--- config.mk ---
export PLATFORM = sky130hd
export DESIGN_NAME = btn_debounce_pulse
export DESIGN_NICKNAME = d
export VERILOG_FILES = /design/src/rtl/btn_debounce_pulse.sv
export SDC_FILE = /design/constraint.sdc
export NUM_CORES = 1
export LEC_CHECK = 0
export CORE_MARGIN = 2
export CORE_UTILIZATION = 60
export CTS_CLUSTER_SIZE = 40
export DETAILED_ROUTE_END_ITERATION = 8
export GPL_TIMING_DRIVEN = 0
export PLACE_DENSITY = 0.86
export SLEW_MARGIN = 20
export SYNTH_ARGS = -nofsm -noshare
export SYNTH_HDL_FRONTEND = slang
export SYNTH_SLANG_ARGS = --single-unit
--- constraint.sdc ---
create_clock -name clk -period 8.75 [get_ports clk]
set_input_delay 1.75 -clock clk [delete_from_list [all_inputs] [get_ports clk]]
set_output_delay 1.75 -clock clk [all_outputs]
set_load 0.1 [all_outputs]
--- src/rtl/btn_debounce_pulse.sv ---
// Per-channel push-button debouncer: 2-flop synchronizer, stable-count qualifier and
// a 4-state FSM that emits a one-clock press strobe plus a registered debounced level.
module btn_debounce_pulse #(
    parameter int N_BTN           = 4,
    parameter int DEBOUNCE_CYCLES = 500000
) (
    input  logic             clk,
    input  logic             reset,
    input  logic [N_BTN-1:0] btn_raw,
    output logic [N_BTN-1:0] pulse,
    output logic [N_BTN-1:0] level
);

    localparam int CNT_W = $clog2(DEBOUNCE_CYCLES);
    localparam logic [CNT_W-1:0] CNT_LAST = CNT_W'(DEBOUNCE_CYCLES - 1);

    typedef enum logic [1:0] {
        StIdle,
        StWaitPress,
        StPressed,
        StWaitRelease
    } state_e;

    logic [N_BTN-1:0] sync1;
    logic [N_BTN-1:0] sync2;

    always_ff @(posedge clk or posedge reset) begin
        if (reset) begin
            sync1 <= '0;
            sync2 <= '0;
        end else begin
            sync1 <= btn_raw;
            sync2 <= sync1;
        end
    end

    for (genvar i = 0; i < N_BTN; i++) begin : g_ch
        state_e           state_q, state_d;
        logic [CNT_W-1:0] cnt_q, cnt_d;
        logic             pulse_q, pulse_d;
        logic             level_q, level_d;

        always_ff @(posedge clk or posedge reset) begin
            if (reset) begin
                state_q <= StIdle;
                cnt_q   <= '0;
                pulse_q <= 1'b0;
                level_q <= 1'b0;
            end else begin
                state_q <= state_d;
                cnt_q   <= cnt_d;
                pulse_q <= pulse_d;
                level_q <= level_d;
            end
        end

        // Any level change before the count completes restarts qualification from zero.
        always_comb begin
            state_d = state_q;
            cnt_d   = cnt_q;
            unique case (state_q)
                StIdle: begin
                    if (sync2[i]) begin
                        state_d = StWaitPress;
                        cnt_d   = '0;
                    end
                end
                StWaitPress: begin
                    if (!sync2[i]) begin
                        state_d = StIdle;
                        cnt_d   = '0;
                    end else if (cnt_q == CNT_LAST) begin
                        state_d = StPressed;
                    end else begin
                        cnt_d = cnt_q + 1'b1;
                    end
                end
                StPressed: begin
                    if (!sync2[i]) begin
                        state_d = StWaitRelease;
                        cnt_d   = '0;
                    end
                end
                StWaitRelease: begin
                    if (sync2[i]) begin
                        state_d = StPressed;
                    end else if (cnt_q == CNT_LAST) begin
                        state_d = StIdle;
                    end else begin
                        cnt_d = cnt_q + 1'b1;
                    end
                end
                default: begin
                    state_d = StIdle;
                    cnt_d   = '0;
                end
            endcase
        end

        // Outputs are registered from the next state so level tracks the FSM exactly.
        always_comb begin
            pulse_d = (state_q == StWaitPress) && (state_d == StPressed);
            level_d = (state_d == StPressed) || (state_d == StWaitRelease);
        end

        assign pulse[i] = pulse_q;
        assign level[i] = level_q;
    end

endmodule

# Yosys cells after proc, flatten, opt, wreduce, memory -nomap -nowiden
# Index checks and enable logic that the tools add are counted.
[totals]
register_bits = 100
in_bits = 6
output_inout_bits = 8
[op_classes]
addsub = 4
eq_ne = 36
muxes = 52
reduce_logical = 16
[ops]
columns = ["operator", "count"]
rows = [
  ["$mux W19", 20],
  ["$pmux W19 S4", 4],
  ["$add A19 B1 Y19 const B", 4],
  ["$eq A19 B19 Y1 const B", 4],
  ["$mux W2", 24],
  ["$eq A2 B2 Y1 const B", 16],
  ["$pmux W2 S4", 4],
  ["$ne A2 B2 Y1 const B", 12],
  ["$reduce_and A3 Y1", 4],
  ["$eq A2 B1 Y1 const B", 4],
  ["$logic_not A2 Y1", 4],
  ["$logic_and A1 B1 Y1", 4],
  ["$logic_or A1 B1 Y1", 4],
]

# Logic depth before layout (Yosys ltp)
[logic_depth]
word_depth = 6
depth_mapped = 7

# Worst setup path after synthesis
# OpenSTA, ideal clock, no wires.
[synth_timing]
path_kind = "register to output"
start = "reg g_ch[1].level_q"
end = "out level[1]"
t_arrival_ns = 0.664
required_time_ns = 7.000
setup_slack_ns = 6.336
stages_incl_launch_ff = 2
path_buffers = 1
path_cell_list = "dfrtp_1 -> buf_4"
[synth_lines]
columns = ["element", "line", "source"]
rows = [
  ["from (decl)", "41", "logic level_q, level_d;"],
  ["from (signal assigned)", "53", "level_q <= level_d;"],
  ["to (decl)", "11", "output logic [N_BTN-1:0] level"],
]
# No word-level cell between the ends.

# Worst setup path after layout
[layout_timing]
start = "reg g_ch[1].level_q"
end = "out level[1]"
# No word-level cell between the ends.

==> run metrics <==
register area share after synthesis=between 40% and 50%; commonest cells after routing, fill and taps aside=99 x dfrtp_1, 56 x nor2_1, 47 x nand2_1; vias per cell=6.33; CTS Buffer Depth=2; Layout Skew=0.00901 ns; Tcrit/Tclk final=43.2%; gpl congestion=around 0.91; post-CTS sizing=0; ANT nets after route=0; share of cells above drive strength 1=roughly 7.4%; CTS Root Buffer Type=clkbuf_8; Sequential Power Share=55.0%; PwrDens=between 100 and 150 mW/mm^2; status=finished clean; sum of negative setup slack=0 ns; commonest non-fill, non-tap cell in the layout=dfrtp_1; CP Capture Type=output port; hold_ws=around 0.36 ns; fin. max-slew vios=0; Tot GR Track Use=a little under a quarter; routed wire length=about 11,000 um; Synth Instances=~580; final hold viol count=0; LEAKAGE=roughly 2.4 nW; data required time of the critical path=~7.0 ns; top cell type's share of synthesized area=between 40% and 50%; # IOs=14; Ys Warns=0; CP startpoint kind=register; actual slew at the worst max-slew pin=0.962 ns; global-route wire length before repair=around 20,000 um; Starting Density=between 60% and 70%; Yosys reg bits=slightly below 100; initial antenna violation count=0; worst-skew pair later-pin latency=about 0.37 ns; Max-cap violations=0; fin crit period=between 3 and 4 ns; unrepaired setup endpoints after global routing=false; DRT Pass-1 Iters=4; Net Sw Frac=~25%; Max Fclk=0.265 GHz; clock transition at the registers of the reported paths=0.10 ns; core area=0.00868 mm^2; final net count=roughly 600; post-synth top area cell=dfrtp_1; # setup viols final=0; power share of the clock group=a little under two fifths; HPWL Detailed=between 7000 and 8000 um; TritonCTS buffer count=9; CP Class=register to output port; final worst slack=between 4 and 5 ns; site row count=34; die height=just under 100 um; CTS tree=done; Arr. time, crit path=~2 ns; asr flop ratio synth=between 90% and 100%; synthesis-to-layout area growth=9.71%; Finished Core Util=between 60% and 70%; Int Pwr=approximately 650 uW; hold_buf cts=0; synth top area cells=dfrtp_1 46%, nor2_1 3.9%, nand2_1 3.3%; Vias=~4,500; Max IR drop VDD=a little under 0.00008 V; DRC violations left=0; sw power=around 220 uW; Wirelength per Cell=around 16 um; combinational power share=under 10%; die width=a little under 100 um; vias in the first global route=about 4,400; post-CTS setup buffer count=0; port buffer count=13; worst-path fanout max=4; Die ar.=0.00971 mm^2; syn nets=slightly below 600; grt total ovfl=0; H-tree Lvls=3; Diodes inserted=0; class of the worst hold path=register to register; mean area per synthesized cell=9.33 um^2; Synth Cell Area=0.00536 mm^2; Clock Sinks=between 90 and 100; drt first-iter violations=about 260; Synth Flop Type=dfrtp_1; synth unique cells=60; Rel. slew slack=between 30% and 40%; number of synthesized flops with an enable pin=0; largest net degree at the start of global routing=between 80 and 90; pre-CTS setup slack=between 5 and 6 ns
==> logic make-up (layout without fill, tap and decap cells) <==
| logic type | Yosys count | count (layout) | share of synthesized area, % |
|---|---|---|---|
| flops | 99 | 99 | 46.2 |
| compound gates | 111 | 111 | 13.7 |
| mux | 15 | 15 | 3.06 |
| fa+ha+maj | 4 | 4 | 0.933 |
| buf+inv | 50 | 80 | 4.20 |
| simple gates | 263 | 263 | 26.5 |
| xor+xnor | 33 | 33 | 5.39 |
==> layer usage <==
layer	track usage (%)	wire length [um]
met1	31.0	4900
met2	39.8	5510
met3	4.68	438
met4	9.69	217
met5	0	0
==> sequential cells by signal, indices dropped and copies added, names as in the netlist <==
name          flops
g_ch.pulse_q      4
sync2             4
g_ch.state_q      7
g_ch.cnt_q       76
sync1             4
g_ch.level_q      4
==> power by group through the flow <==
stage          registers [mW]  logic, mW  clock network, mW
2_1_floorplan           0.483     0.0463                  0
3_3_place_gp            0.484     0.0587                  0
6_report                0.476     0.0644              0.326
4_1_cts                 0.476     0.0648              0.331
3_5_place_dp            0.485     0.0642                  0
5_1_grt                 0.478     0.0733              0.350
==> cells in the mapped netlist (3+ instances only) <==
cell and n:
and2_1 7, and3_1 7, a22o_1 8, nand3_1 32
mux2_2 5, nand2_1 47, buf_4 8, xnor2_1 14
or3_1 9, and4_1 6, nand2b_1 3, mux2i_1 7
nor2_1 56, nor4bb_1 3, o31ai_1 7, nor3_1 22
ha_1 4, xor2_1 19, o311ai_0 3, o22ai_1 4
dfrtp_1 99, nor4b_1 8, or2_2 5, nor4_1 11
o21ai_1 5, o2111ai_1 4, a21o_1 4, or4_1 7
a221o_1 3, o21ai_0 27, o211ai_1 4, a31oi_1 4
o21a_1 3, nand4_1 27, a21oi_1 22, inv_1 13
clkbuf_1 26
==> final timing paths <==
path	startpoint	to	slack, ns	cells past startpoint
hold reg to reg	sync1[3]	sync2[3]	0.36	0
hold / removal	sync1[3]	sync2[3]	0.36	0
max in group asynchronous	reset	g_ch[1].cnt_q[18]	6.46	3
min in group asynchronous	reset	g_ch[0].cnt_q[12]	1.67	2
setup / recovery	g_ch[1].level_q	level[1]	4.97	2
setup reg to reg	g_ch[1].cnt_q[0]	g_ch[1].cnt_q[18]	6.36	6
==> worst max-delay path, stage by stage (launching register included) <==
cell and delay, ns:
dfrtp_1 0.42, buf_4 0.13, clkdlybuf4s50_1 1.12
==> layout make-up <==
class / instances / area (um^2)
Buffer: 37 / 176
Multi-Input combinational cell: 426 / 2660
Clock buffer: 9 / 124
Tap cell: 108 / 135
Clock inverter: 7 / 98.8
Sequential cell: 99 / 2480
Timing Repair Buffer: 14 / 158
Fill cell: 658 / 2800
Inverter: 13 / 53.8
==> per-stage QoR <==
step / total power [mW] / cells / cell area, um^2
final: 0.867 / 713 / 5880
after global routing: 0.901 / 713 / 5880
after global placement: 0.543 / 696 / 5630
after CTS: 0.872 / 713 / 5880
after floorplan: 0.529 / 575 / 5360
after detailed placement: 0.549 / 697 / 5660
Note: power is estimated with default switching activity, not from simulation.
